$ cat config.mk
export PLATFORM = sky130hd
export DESIGN_NAME = dac_stream_tx_flat
export DESIGN_NICKNAME = d
export VERILOG_FILES = /design/src/rtl/dac_tx_pkg.sv /design/src/rtl/dac_stream_tx_if.sv /design/src/rtl/sync_fifo_fwft.sv /design/src/rtl/dac_stream_tx.sv /design/src/flat_wrapper.sv
export SDC_FILE = /design/constraint.sdc
export NUM_CORES = 1
export LEC_CHECK = 0
export ABC_CLOCK_PERIOD_IN_PS = 2950
export BUFFER_PORTS_ARGS = -buffer_cell sky130_fd_sc_hd__clkbuf_2
export CAP_MARGIN = 20
export CORE_ASPECT_RATIO = 1.1
export CORE_MARGIN = 2
export CORE_UTILIZATION = 40
export DETAILED_ROUTE_END_ITERATION = 10
export HOLD_SLACK_MARGIN = 0.05
export SLEW_MARGIN = 20
export SYNTH_ARGS = -nofsm -noshare
export SYNTH_HDL_FRONTEND = slang
export SYNTH_SLANG_ARGS = --single-unit
export TNS_END_PERCENT = 30
$ cat constraint.sdc
create_clock -name clk -period 2.95 [get_ports clk]
set_input_delay 0.59 -clock clk [delete_from_list [all_inputs] [get_ports clk]]
set_output_delay 0.59 -clock clk [all_outputs]
set_load 0.005 [all_outputs]
$ cat src/rtl/dac_tx_pkg.sv
// rtl/dac_tx_pkg.sv - shared constants and sample conversion for the DAC transmitter
package dac_tx_pkg;

  localparam int DAC_W   = 14;
  localparam int SAT_MAX = (1 << (DAC_W - 1)) - 1;
  localparam int SAT_MIN = -(1 << (DAC_W - 1));

  localparam logic [DAC_W-1:0] DAC_MIDSCALE = {1'b1, {(DAC_W - 1) {1'b0}}};

  typedef struct packed {
    logic [DAC_W-1:0] code;
    logic             clip;
  } sat_res_t;

  // Clip to the DAC's signed range, then flip the MSB to get offset binary.
  function automatic sat_res_t sat_offset(input logic signed [31:0] x);
    sat_res_t          r;
    logic signed [31:0] y;
    y      = x;
    r.clip = (y > SAT_MAX) || (y < SAT_MIN);
    if (y > SAT_MAX) begin
      y = SAT_MAX;
    end else if (y < SAT_MIN) begin
      y = SAT_MIN;
    end
    r.code = {~y[DAC_W-1], y[DAC_W-2:0]};
    return r;
  endfunction

endpackage

$ cat src/rtl/dac_stream_tx_if.sv
// rtl/dac_stream_tx_if.sv - valid/ready sample stream into the DAC transmitter
interface dac_stream_tx_if #(
  parameter int IN_WIDTH = 15
);
  logic signed [IN_WIDTH-1:0] data;
  logic                       valid;
  logic                       ready;

  modport master(output data, output valid, input ready);
  modport slave(input data, input valid, output ready);
endinterface

$ cat src/rtl/sync_fifo_fwft.sv
// rtl/sync_fifo_fwft.sv - first-word-fall-through synchronous FIFO with occupancy count
module sync_fifo_fwft #(
  parameter int WIDTH = 15,
  parameter int DEPTH = 8
) (
  input  logic                     clk,
  input  logic                     rst_n,
  input  logic                     wr_en,
  input  logic [WIDTH-1:0]         wr_data,
  input  logic                     rd_en,
  output logic [WIDTH-1:0]         rd_data,
  output logic                     full,
  output logic                     empty,
  output logic [$clog2(DEPTH):0]   level
);

  localparam int AW = $clog2(DEPTH);

  logic [WIDTH-1:0] mem [DEPTH];
  logic [AW-1:0]    wr_ptr;
  logic [AW-1:0]    rd_ptr;
  logic [AW:0]      count;
  logic             push;
  logic             pop;

  assign full    = (count == (AW + 1)'(DEPTH));
  assign empty   = (count == '0);
  assign level   = count;
  assign rd_data = mem[rd_ptr];
  assign push    = wr_en && !full;
  assign pop     = rd_en && !empty;

  always_ff @(posedge clk) begin
    if (push) begin
      mem[wr_ptr] <= wr_data;
    end
  end

  always_ff @(posedge clk) begin
    if (!rst_n) begin
      wr_ptr <= '0;
      rd_ptr <= '0;
      count  <= '0;
    end else begin
      if (push) begin
        wr_ptr <= wr_ptr + 1'b1;
      end
      if (pop) begin
        rd_ptr <= rd_ptr + 1'b1;
      end
      case ({push, pop})
        2'b10:   count <= count + 1'b1;
        2'b01:   count <= count - 1'b1;
        default: count <= count;
      endcase
    end
  end

endmodule

$ cat src/rtl/dac_stream_tx.sv
// rtl/dac_stream_tx.sv - buffered, rate-divided sample output to a parallel offset-binary DAC
module dac_stream_tx
  import dac_tx_pkg::*;
#(
  parameter int IN_WIDTH         = 15,
  parameter int DAC_WIDTH        = DAC_W,
  parameter int DIV              = 5,
  parameter int FIFO_DEPTH       = 8,
  parameter bit HOLD_ON_UNDERRUN = 1'b1
) (
  input  logic                          clk,
  input  logic                          rst_n,
  dac_stream_tx_if.slave                s,
  input  logic                          enable,
  output logic [DAC_WIDTH-1:0]          dac_data,
  output logic                          dac_clk,
  output logic                          underrun,
  output logic                          sat,
  output logic [$clog2(FIFO_DEPTH):0]   fifo_level
);

  localparam int PW = $clog2(DIV);

  logic [PW-1:0]       phase;
  logic [IN_WIDTH-1:0] rd_data;
  logic                fifo_full;
  logic                fifo_empty;
  logic                push;
  logic                pop;
  logic                tick;
  logic [DAC_WIDTH-1:0] last_code;
  sat_res_t            conv;

  assign s.ready = rst_n && !fifo_full;
  assign push    = s.valid && s.ready;
  assign tick    = enable && (phase == '0);
  assign pop     = tick && !fifo_empty;

  always_comb begin
    conv = sat_offset(32'(signed'(rd_data)));
  end

  sync_fifo_fwft #(
    .WIDTH(IN_WIDTH),
    .DEPTH(FIFO_DEPTH)
  ) u_fifo (
    .clk    (clk),
    .rst_n  (rst_n),
    .wr_en  (push),
    .wr_data(s.data),
    .rd_en  (pop),
    .rd_data(rd_data),
    .full   (fifo_full),
    .empty  (fifo_empty),
    .level  (fifo_level)
  );

  // dac_clk follows the pre-edge phase, so it rises DIV/2 cycles after the data update.
  always_ff @(posedge clk) begin
    if (!rst_n) begin
      phase     <= '0;
      dac_data  <= DAC_MIDSCALE;
      last_code <= DAC_MIDSCALE;
      dac_clk   <= 1'b0;
      underrun  <= 1'b0;
      sat       <= 1'b0;
    end else begin
      underrun <= 1'b0;
      sat      <= 1'b0;
      dac_clk  <= enable && (phase >= PW'(DIV / 2));
      if (!enable) begin
        phase <= '0;
      end else if (phase == PW'(DIV - 1)) begin
        phase <= '0;
      end else begin
        phase <= phase + 1'b1;
      end
      if (pop) begin
        dac_data  <= conv.code;
        last_code <= conv.code;
        sat       <= conv.clip;
      end else if (tick) begin
        underrun <= 1'b1;
        dac_data <= HOLD_ON_UNDERRUN ? last_code : DAC_MIDSCALE;
      end
    end
  end

endmodule

$ cat src/flat_wrapper.sv
// flat-port wrapper written by rule: the top's interface ports become plain ports
module dac_stream_tx_flat import dac_tx_pkg::*;
#(
  parameter int IN_WIDTH         = 15,
  parameter int DAC_WIDTH        = DAC_W,
  parameter int DIV              = 5,
  parameter int FIFO_DEPTH       = 8,
  parameter bit HOLD_ON_UNDERRUN = 1'b1
)
  (clk, rst_n, enable, dac_data, dac_clk, underrun, sat, fifo_level, s_data, s_valid, s_ready);
  dac_stream_tx_if #(.IN_WIDTH(IN_WIDTH)) s_i ();
  input  logic clk;
  input  logic rst_n;
  input  logic enable;
  output logic [DAC_WIDTH-1:0] dac_data;
  output logic dac_clk;
  output logic underrun;
  output logic sat;
  output logic [$clog2(FIFO_DEPTH):0] fifo_level;
  input wire logic [$bits(s_i.data)-1:0] s_data;
  input wire logic [$bits(s_i.valid)-1:0] s_valid;
  output wire logic [$bits(s_i.ready)-1:0] s_ready;
  assign s_i.data = s_data;
  assign s_i.valid = s_valid;
  assign s_ready = s_i.ready;
  dac_stream_tx #(.IN_WIDTH(IN_WIDTH), .DAC_WIDTH(DAC_WIDTH), .DIV(DIV), .FIFO_DEPTH(FIFO_DEPTH), .HOLD_ON_UNDERRUN(HOLD_ON_UNDERRUN)) u_core (.clk(clk), .rst_n(rst_n), .s(s_i), .enable(enable), .dac_data(dac_data), .dac_clk(dac_clk), .underrun(underrun), .sat(sat), .fifo_level(fifo_level));
endmodule
==> flow_summary.json, run 1 <==
{
  "critPathTopFamily": "simple AND/OR/NAND/NOR gates",
  "whs_ns": 0.4469,
  "antenna_found_initial": 0,
  "first_pass_iters": 4,
  "htreeDepth": 4,
  "clk_pin_slew_ns": 0.06,
  "yosys_warnings": 0,
  "fp.dieArea_sq_mm": 0.01758,
  "synth_fp_nets": 405,
  "ctsHoldBuffers": 0,
  "cts_resized": 0,
  "hold_class": "input port to flip-flop",
  "leakage_nw": 2.683,
  "drtIter0Drc": 200,
  "routed_via_density": 5.149,
  "timing.fmax_mhz": 404.3,
  "grt_pass1_wl_um": 19140,
  "slew_headroom": 0.5951,
  "hold_violations": 0,
  "yosysSeqAreaShare": 0.6872,
  "nFillCells": 1377,
  "drive_above_1_share": 0.2841,
  "dpl.hpwl_um": 7022,
  "post_cts_buffers": 0,
  "fin_util": 0.4770,
  "cp_slowest_cell": "dfxtp_1",
  "core-area_sq_mm": 0.01625,
  "clockRootBuffer": "clkbuf_16",
  "cp_data_arrival_time_ns": 2.82,
  "wl_per_cell_um": 17.94,
  "cpPeakStageDelay_ns": 0.46,
  "seq_area_sq_mm": 0.004544,
  "routed-via-count": 3352,
  "tightest_slew_ns": 0.6065,
  "overflow": 0,
  "final-max-slew-violation-count": 0,
  "numPortBuffers": 40,
  "synth_seq_cells": 167,
  "gp_congestion": 0.7123,
  "crit_type": "flip-flop to flip-flop",
  "gr-usage-all-layers": 0.1436,
  "cts_sinks": 167,
  "cts_buffer_depth": 2,
  "cts_buffers": 17,
  "wl_um": 11680,
  "fin_area_sq_mm": 0.007750,
  "rsz0062_at_grt": "no",
  "die_h_um": 138.9,
  "setup_slack_ns": 0.4766,
  "syn_inst": 378,
  "yosysTopAreaCellShare": 0.5449,
  "fin_nets": 461,
  "cp-end-kind": "flip-flop",
  "ir_worst_vdd_mv": 0.4548,
  "ant_nets": 0,
  "syn_to_final_growth_pct": 17.20,
  "cp_cell_sequence": "nor3_1 > a21boi_1 > nand2_1 > ha_1 > xor2_1 > ha_1 > a21oi_1 > xor2_1 > or3_1 > a21boi_0",
  "skew_ns": 0.006345,
  "tns_ns": 0,
  "dpl-instance-area_sq_mm": 0.007113,
  "avgSynthCellArea_sq_um": 17.49,
  "hold_start": "enable",
  "dp_slack_ns": 0.3986,
  "worstPathRequired_ns": 3.29,
  "setup_viol": 0,
  "path_max_fanout": 8,
  "layout_common_cells": "120 x edfxtp_1, 47 x dfxtp_1, 40 x clkbuf_2, 21 x mux4_1, 18 x nor2b_1",
  "placed_cells": 619,
  "fp.dieW_um": 126.6,
  "io_pins": 41,
  "synth_area_leader_cell": "edfxtp_1",
  "reg2reg_from": "u_core.u_fifo.level[1]",
  "path_buf_inv": 0,
  "clock_latency_ns": 0.42,
  "cts_tree": "yes",
  "cp-start-kind": "flip-flop",
  "std_cell_rows": 49,
  "p_per_area_mw_per_mm2": 788.8,
  "grt_max_degree": 43,
  "status": "finished clean",
  "stdcell_count": 651,
  "drc": 0,
  "yosysUniqueCellTypes": 36,
  "synth_area_sq_mm": 0.006613,
  "max_cap_viol_count": 0,
  "startpoint": "u_core.u_fifo.level[1]",
  "mostFrequentLayoutCell": "edfxtp_1",
  "period_needed_ns": 2.473,
  "fin_total_pwr_mw": 6.113,
  "synthTopCellsByArea": "edfxtp_1 54%, dfxtp_1 14%, mux4_1 8.3%",
  "start_util": 0.4070,
  "multiInputGateArea_sq_mm": 0.001953,
  "fin_crit_sh": 0.8385,
  "antenna_cells": 0,
  "grt_pass1_vias": 3520
}
[worst paths after layout]
kind / endpoint / slack [ns] / depth (start not counted)
setup / recovery: u_core.u_fifo.level[2] / 0.48 / 10
hold / removal: u_core.phase[2] / 0.45 / 3
hold reg to reg: u_core.u_fifo.wr_ptr[0] / 0.50 / 2
setup reg to reg: u_core.u_fifo.level[2] / 0.48 / 10
[per-layer routing]
| layer | part of all wire | vias up | GRT usage |
|---|---|---|---|
| li1 | - | 1584 | - |
| met3 | 0.037 | 19 | 0.03781 |
| met1 | 0.47 | 1683 | 0.1881 |
| met4 | 0.021 | 0 | 0.06420 |
| met2 | 0.47 | 66 | 0.2252 |
| met5 | 0 | - | 0 |
[tightest hold or removal path: cells and delay by family]
| kind | cells | cell delay (ns) |
|---|---|---|
| buf+inv | 1 | 0.09 |
| simple gates | 2 | 0.14 |
[cell type report]
| class | instances | area share |
|---|---|---|
| clock buffer | 17 | 0.05489 |
| clock inverter | 15 | 0.02728 |
| inverter | 4 | 0.001937 |
| multi-input combinational | 188 | 0.2520 |
| sequential | 167 | 0.5864 |
| tap | 204 | 0.03294 |
| timing repair buffer | 56 | 0.04456 |
[registers in the layout, indices dropped and copies added (netlist names), named ones only]
register,cells
u_core.dac_clk,1
u_core.u_fifo.rd_ptr,3
u_core.dac_data,14
u_core.underrun,1
u_core.u_fifo.level,4
u_core.u_fifo.wr_ptr,3
u_core.phase,3
u_core.u_fifo.mem,120
u_core.sat,1
u_core.last_code,14
[synth_stat cells]
cell type and instances:
a21boi_0 2, a21boi_1 2, a21o_1 1, a21oi_1 16, and2_1 6, and3_1 1
and3b_1 2, buf_1 2, buf_2 4, buf_6 2, buf_8 2, clkbuf_1 9
dfxtp_1 47, edfxtp_1 120, ha_1 8, inv_1 4, maj3_2 13, mux2_2 13
mux2_4 1, mux2i_1 17, mux2i_2 1, mux4_1 21, mux4_2 9, nand2_1 8
nand2b_1 2, nand3_1 3, nand3b_1 1, nor2_1 11, nor2b_1 18, nor3_1 4
nor3b_1 1, o21ai_0 17, or2_1 1, or3_1 1, xnor2_1 3, xor2_1 5
[report_power, final]
part           total, mW  switching (mW)  internal [mW]
Combinational       1.04           0.496          0.544
Clock               2.36           0.919           1.44
Sequential          2.72          0.0730           2.64
Total               6.11            1.49           4.63
[cell families (layout without fill, tap and decap cells)]
kind of cell               count (synthesis)  in the layout  synth area share
DFF                                      167            167            0.6872
muxes                                     62             62            0.1663
and+or+nand+nor                           59             59           0.04844
AOI/OAI and AO/OA                         38             38           0.03065
buffers and inverters                     23             92           0.01949
adders and majority gates                 21             21           0.03728
xor gates and xnor gates                   8              8           0.01060
Power figures use the tool's default switching activity.
==> inputs of run 2 (changes only) <==
--- a/config.mk
+++ b/config.mk
@@ -5,7 +5,7 @@
 export SDC_FILE = /design/constraint.sdc
 export NUM_CORES = 1
 export LEC_CHECK = 0
-export ABC_CLOCK_PERIOD_IN_PS = 2950
+export ABC_CLOCK_PERIOD_IN_PS = 2310
 export BUFFER_PORTS_ARGS = -buffer_cell sky130_fd_sc_hd__clkbuf_2
 export CAP_MARGIN = 20
 export CORE_ASPECT_RATIO = 1.1
==> constraint.sdc (replaced) <==
create_clock -name clk -period 2.31 [get_ports clk]
set_input_delay 0.462 -clock clk [delete_from_list [all_inputs] [get_ports clk]]
set_output_delay 0.462 -clock clk [all_outputs]
set_load 0.005 [all_outputs]
==> run 2 against run 1 <==
Register-to-register slack got worse by 0.39 ns. Power increased by 29%. Via count increased by 1.5%. Clock power increased by 24%. Sequential power increased by 27%. Final cell count increased by 1.2%. Die area unchanged. Wire length increased by 4.7%. Worst setup slack got worse by 0.39 ns. Maximum frequency increased by 11%. Largest cell class unchanged.
==> flow_summary.json, run 2 (synthesis gave the netlist of run 1 again) <==
{
  "status": "finished clean",
  "fin_nets": 469,
  "clk_pin_slew_ns": 0.07,
  "timing.fmax_mhz": 450.1,
  "overflow": 0,
  "p_per_area_mw_per_mm2": 999.8,
  "slew_headroom": 0.7667,
  "nFillCells": 1374,
  "drive_above_1_share": 0.3209,
  "htreeDepth": 4,
  "grt_max_degree": 43,
  "numPortBuffers": 40,
  "gr-usage-all-layers": 0.1476,
  "std_cell_rows": 49,
  "start_util": 0.4070,
  "period_needed_ns": 2.222,
  "fp.dieW_um": 126.6,
  "ir_worst_vdd_mv": 0.5681,
  "core-area_sq_mm": 0.01625,
  "routed-via-count": 3402,
  "wl_um": 12230,
  "fp.dieArea_sq_mm": 0.01758,
  "antenna_found_initial": 0,
  "first_pass_iters": 4,
  "top_register": "u_core.u_fifo.mem",
  "max_cap_viol_count": 0,
  "cts_tree": "yes",
  "die_h_um": 138.9,
  "clockRootBuffer": "clkbuf_16",
  "grt_pass1_wl_um": 19430,
  "antenna_cells": 0,
  "drc": 0,
  "stdcell_count": 659,
  "worstPathRequired_ns": 2.67,
  "setup_viol": 0,
  "grt_pass1_vias": 3485,
  "cts_buffer_depth": 2,
  "placed_cells": 627,
  "cp_data_arrival_time_ns": 2.58,
  "ant_nets": 0,
  "clock_latency_ns": 0.43,
  "skew_ns": 0.008350,
  "cp-start-kind": "flip-flop",
  "final-max-slew-violation-count": 0,
  "mostFrequentLayoutCell": "edfxtp_1",
  "gp_congestion": 0.6838,
  "cts_buffers": 17,
  "leakage_nw": 2.718,
  "cp-end-kind": "flip-flop",
  "hold_violations": 0,
  "crit_type": "flip-flop to flip-flop",
  "fin_crit_sh": 0.9619,
  "ctsHoldBuffers": 0,
  "post_cts_buffers": 0,
  "cts_sinks": 167,
  "layout_common_cells": "120 x edfxtp_1, 45 x dfxtp_1, 40 x clkbuf_2, 21 x mux4_1",
  "routed_via_density": 5.162,
  "path_max_fanout": 3,
  "largest_reg_flops": 120,
  "hold_class": "input port to flip-flop",
  "dpl-instance-area_sq_mm": 0.007223,
  "fin_area_sq_mm": 0.007874,
  "io_pins": 41,
  "tightest_slew_ns": 0.3500,
  "wl_per_cell_um": 18.55,
  "top_regs": "u_core.u_fifo.mem (120), u_core.dac_data (14), u_core.last_code (14)",
  "syn_to_final_growth_pct": 19.07,
  "dpl.hpwl_um": 7488,
  "drtIter0Drc": 207
}
## run 2: final timing paths
path	slack [ns]	start	endpoint	cells past startpoint
max reg2reg	0.09	u_core.phase[0]	u_core.u_fifo.level[2]	11
max	0.09	u_core.phase[0]	u_core.u_fifo.level[2]	11
min	0.30	s_data[9]	u_core.u_fifo.mem[6][9]	1
min reg2reg	0.50	u_core.last_code[13]	u_core.last_code[13]	2
## run 2: routing by layer
metal,global-route usage,wire length (um),up-vias,part of all wire
li1,-,-,1596,-
met1,0.1881,5484,1726,0.45
met2,0.2392,6054,60,0.50
met3,0.03434,411,20,0.034
met4,0.06940,276,0,0.023
met5,0,0,-,0
## run 2: power by group
part           internal [mW]  switching (mW)  total, mW  leakage (nW)
registers               3.38          0.0788       3.46          1.47
clock network           1.73            1.20       2.93         0.292
logic                  0.792           0.697       1.49         0.957
## run 2: layout make-up
| type | instances | area [sq um] | area share |
|---|---|---|---|
| inverters | 4 | 15.01 | 0.001907 |
| flip-flops and latches | 167 | 4547 | 0.5775 |
| well taps | 204 | 255.2 | 0.03242 |
| clock buffers | 17 | 425.4 | 0.05403 |
| clock inverters | 15 | 191.4 | 0.02431 |
| repair buffers | 64 | 455.4 | 0.05784 |
| multi-input cells | 188 | 1984 | 0.2520 |
## run 2: through the flow
stage | utilization | power [mW] | setup slack [ns] | hold WS [ns] | TNS (ns)
3_5_place_dp | 0.4446 | 4.980 | -0.007498 | 0.4831 | -0.007498
5_1_grt | 0.4846 | 8.209 | -0.01576 | 0.3218 | -0.01576
6_report | 0.4846 | 7.872 | 0.08803 | 0.3048 | 0
2_1_floorplan | - | 4.561 | -0.1528 | 0.4385 | -2.573
3_3_place_gp | 0.4446 | 4.945 | 0.05732 | 0.4540 | 0
4_1_cts | 0.4829 | 7.916 | 0.003829 | 0.2904 | 0
## run 2: critical path, cell delays in order, from the launching register on
cell and delay (ns):
dfxtp_2 0.33, inv_2 0.06, ha_2 0.18, and3b_1 0.18, a21boi_2 0.19, ha_2 0.22
xor2_2 0.15, ha_2 0.19, a21oi_2 0.04, xor2_1 0.15, or3_1 0.32, a21boi_1 0.13
## run 2: what timing repair did
action                     4_1_cts  5_1_grt
setup endpoints to repair        2        2
gates cloned                     0        0
pin swaps                        0        2
gates resized for setup          2       10
==> inputs of run 3 (changes only) <==
--- a/config.mk
+++ b/config.mk
@@ -16,5 +16,6 @@
 export SLEW_MARGIN = 20
 export SYNTH_ARGS = -nofsm -noshare
 export SYNTH_HDL_FRONTEND = slang
+export SYNTH_HIERARCHICAL = 1
 export SYNTH_SLANG_ARGS = --single-unit
 export TNS_END_PERCENT = 30
==> run 3 against run 2 <==
The flow now finishes with violations (negative setup slack). Hold slack improved by 0.0034 ns. Via count increased by 11%. Core utilization increased by 0.76 points. Register-to-register slack got worse by 0.18 ns. Die area increased by 2.4%. Non-clock buffer count increased by 8. Sequential power decreased by 4%. Maximum frequency decreased by 7.3%. First-iteration DRC count increased by 91%. Sequential cell count unchanged. Count of clock-buffer cells in the layout increased by 1.
==> flow_summary.json, run 3 <==
{
  "r2r_cells": 12,
  "synth_most_common_cell": "edfxtp_1",
  "routed_via_density": 5.289,
  "skew_ns": 0.007367,
  "grt_pass1_vias": 3775,
  "ant_nets": 0,
  "fp.dieW_um": 128.1,
  "antenna_found_initial": 0,
  "synth_commonest_cells": "120 x edfxtp_1, 47 x dfxtp_1, 30 x mux4_2",
  "top_regs": "u_core/u_fifo/mem (120), u_core/dac_data (14), u_core/last_code (14)",
  "cp-end-kind": "flip-flop",
  "tns_ns": -0.08757,
  "synth_seq_cells": 167,
  "path_buf_inv": 1,
  "synth_fp_nets": 457,
  "cts_tree": "yes",
  "gr-usage-all-layers": 0.1524,
  "crit_end": "u_core/u_fifo/level[2]",
  "clock_latency_ns": 0.42,
  "cts_sinks": 167,
  "setup_viol": 1,
  "cp_cell_sequence": "or4b_4 > inv_2 > nor2b_2 > and2_4 > nand2_8 > ha_4 > xor2_2 > ha_2 > a21oi_2 > xor2_1 > or3_1 > a21boi_1",
  "slew_headroom": 0.3639,
  "cp-start-kind": "flip-flop",
  "fp.dieArea_sq_mm": 0.01800,
  "reg2reg_from": "u_core/u_fifo/level[1]",
  "dpl-instance-area_sq_mm": 0.007453,
  "clk_pin_slew_ns": 0.07,
  "hold_class": "input port to flip-flop",
  "hold_start": "s_data[5]",
  "cp_slowest_cell": "or4b_4",
  "leakage_nw": 2.803,
  "yosysTopAreaCellShare": 0.5318,
  "first_pass_iters": 4,
  "fin_area_sq_mm": 0.008118,
  "yosysSeqAreaShare": 0.6706,
  "grt_max_degree": 41,
  "startpoint": "u_core/u_fifo/level[1]",
  "ir_worst_vdd_mv": 0.5460,
  "dp_slack_ns": -0.07211,
  "cpPeakStageDelay_ns": 0.54,
  "mostFrequentLayoutCell": "edfxtp_1",
  "reg2reg_to": "u_core/u_fifo/level[2]",
  "max_cap_viol_count": 0,
  "r2r_slack_ns": -0.09,
  "clockRootBuffer": "clkbuf_16",
  "tightest_slew_ns": 0.9511,
  "drtIter0Drc": 395,
  "yosysUniqueCellTypes": 41,
  "routed-via-count": 3771,
  "worstPathRequired_ns": 2.66,
  "start_util": 0.4109,
  "violations": "negative setup slack",
  "path_max_fanout": 3,
  "core-area_sq_mm": 0.01649,
  "overflow": 0,
  "dpl.hpwl_um": 7939,
  "cts_buffers": 17,
  "synthTopCellsByArea": "edfxtp_1 53%, dfxtp_1 14%, mux4_2 10%",
  "wl_per_cell_um": 17.91,
  "antenna_cells": 0,
  "yosys_warnings": 6,
  "avgSynthCellArea_sq_um": 15.72,
  "fin_total_pwr_mw": 6.459,
  "cts_buffer_depth": 2,
  "synth_async_sr_flop_share": 0,
  "timing.fmax_mhz": 417.1,
  "io_pins": 41,
  "fin_nets": 522,
  "synth_area_leader_cell": "edfxtp_1",
  "top_register": "u_core/u_fifo/mem",
  "layout_common_cells": "120 x edfxtp_1, 44 x dfxtp_1, 40 x clkbuf_2, 30 x mux4_2, 28 x o21ai_0",
  "syn_inst": 431,
  "htreeDepth": 4,
  "ctsHoldBuffers": 0,
  "fin_util": 0.4922,
  "cp_data_arrival_time_ns": 2.75,
  "rsz0062_at_grt": "yes",
  "p_per_area_mw_per_mm2": 795.7,
  "drc": 0,
  "nFillCells": 1386,
  "syn_to_final_growth_pct": 19.79,
  "gp_congestion": 0.6955,
  "crit_type": "flip-flop to flip-flop",
  "cp_num_cells": 12,
  "grt_pass1_wl_um": 20450,
  "die_h_um": 140.5,
  "numPortBuffers": 40,
  "status": "complete, but fails checks",
  "drive_above_1_share": 0.3399,
  "fin_crit_sh": 1.038,
  "setup_slack_ns": -0.08757,
  "critPathTopFamily": "simple AND/OR/NAND/NOR gates",
  "synth_area_sq_mm": 0.006776,
  "period_needed_ns": 2.398,
  "largest_reg_flops": 120,
  "hold_violations": 0,
  "yosys_most_used_dff": "edfxtp_1",
  "synth_enable_flop_cells": 120,
  "std_cell_rows": 49,
  "final-max-slew-violation-count": 0,
  "wl_um": 12770
}
==> run 3: cell types whose count changed after synthesis, sizes merged, moves of 11 or more <==
cell    delta
nand2b    +15
nand2     +14
nor2b     -14
a22o      +13
a32o      +13
maj3      -13
mux2i     -13
nor2      +11
o21ai     +11
==> run 3: cells by family after synthesis <==
| family | count (synthesis) | share of synthesized area |
|---|---|---|
| buffers and inverters | 30 | 0.02252 |
| AO/OA/AOI/OAI | 77 | 0.07718 |
| multiplexers | 50 | 0.1320 |
| AND/OR/NAND/NOR | 92 | 0.07441 |
| XOR/XNOR | 8 | 0.01034 |
| flip-flops | 167 | 0.6706 |
| adder cells (fa/ha/maj) | 7 | 0.01292 |
==> run 3: power by group <==
group / switching (mW) / leakage [nW] / total, mW / internal (mW)
Combinational: 0.277 / 1.08 / 0.509 / 0.232
Clock: 1.15 / 0.260 / 2.63 / 1.49
Sequential: 0.0359 / 1.47 / 3.32 / 3.28
Total: 1.46 / 2.80 / 6.46 / 5.00
==> run 3: through the flow <==
| step | hold WS [ns] | cells |
|---|---|---|
| 6_report | 0.3083 | 713 |
| 5_1_grt | 0.3175 | 713 |
| 4_1_cts | 0.2975 | 710 |
| 3_5_place_dp | 0.4539 | 678 |
| 3_3_place_gp | 0.4364 | 678 |
| 2_1_floorplan | 0.4273 | 431 |
==> run 3: timing repair <==
item | CTS | global route
endpoints found under the setup margin | 2 | 15
gates cloned | 0 | 1
setup buffers | 0 | 2
pin swaps | 0 | 6
gates resized for setup | 1 | 11
==> run 3: final cells by class <==
class	instances	area (sq um)	share of cell area
flip-flops and latches	167	4551	0.5606
clock inverters	14	126.4	0.01557
multi-input cells	234	2213	0.2727
repair buffers	72	528.0	0.06504
clock buffers	18	429.2	0.05287
well taps	204	255.2	0.03144
inverters	4	15.01	0.001850
==> run 3: worst min path at each step <==
stage	end	slack, ns	cells past startpoint
6_report	u_core/u_fifo/mem[2][5]	0.31	1
2_1_floorplan	u_core/phase[0]	0.43	1
5_1_grt	u_core/u_fifo/mem[0][5]	0.32	1
3_3_place_gp	u_core/phase[0]	0.44	1
4_1_cts	u_core/u_fifo/mem[2][5]	0.30	1
3_5_place_dp	u_core/dac_data[12]	0.45	1
==> run 3: metal layers <==
layer | vias up | routed length, um | track usage
met4 | 0 | 270 | 0.05842
met3 | 22 | 439 | 0.04278
met1 | 1881 | 5858 | 0.2005
met5 | - | 0 | 0
met2 | 70 | 6204 | 0.2412
li1 | 1798 | - | -
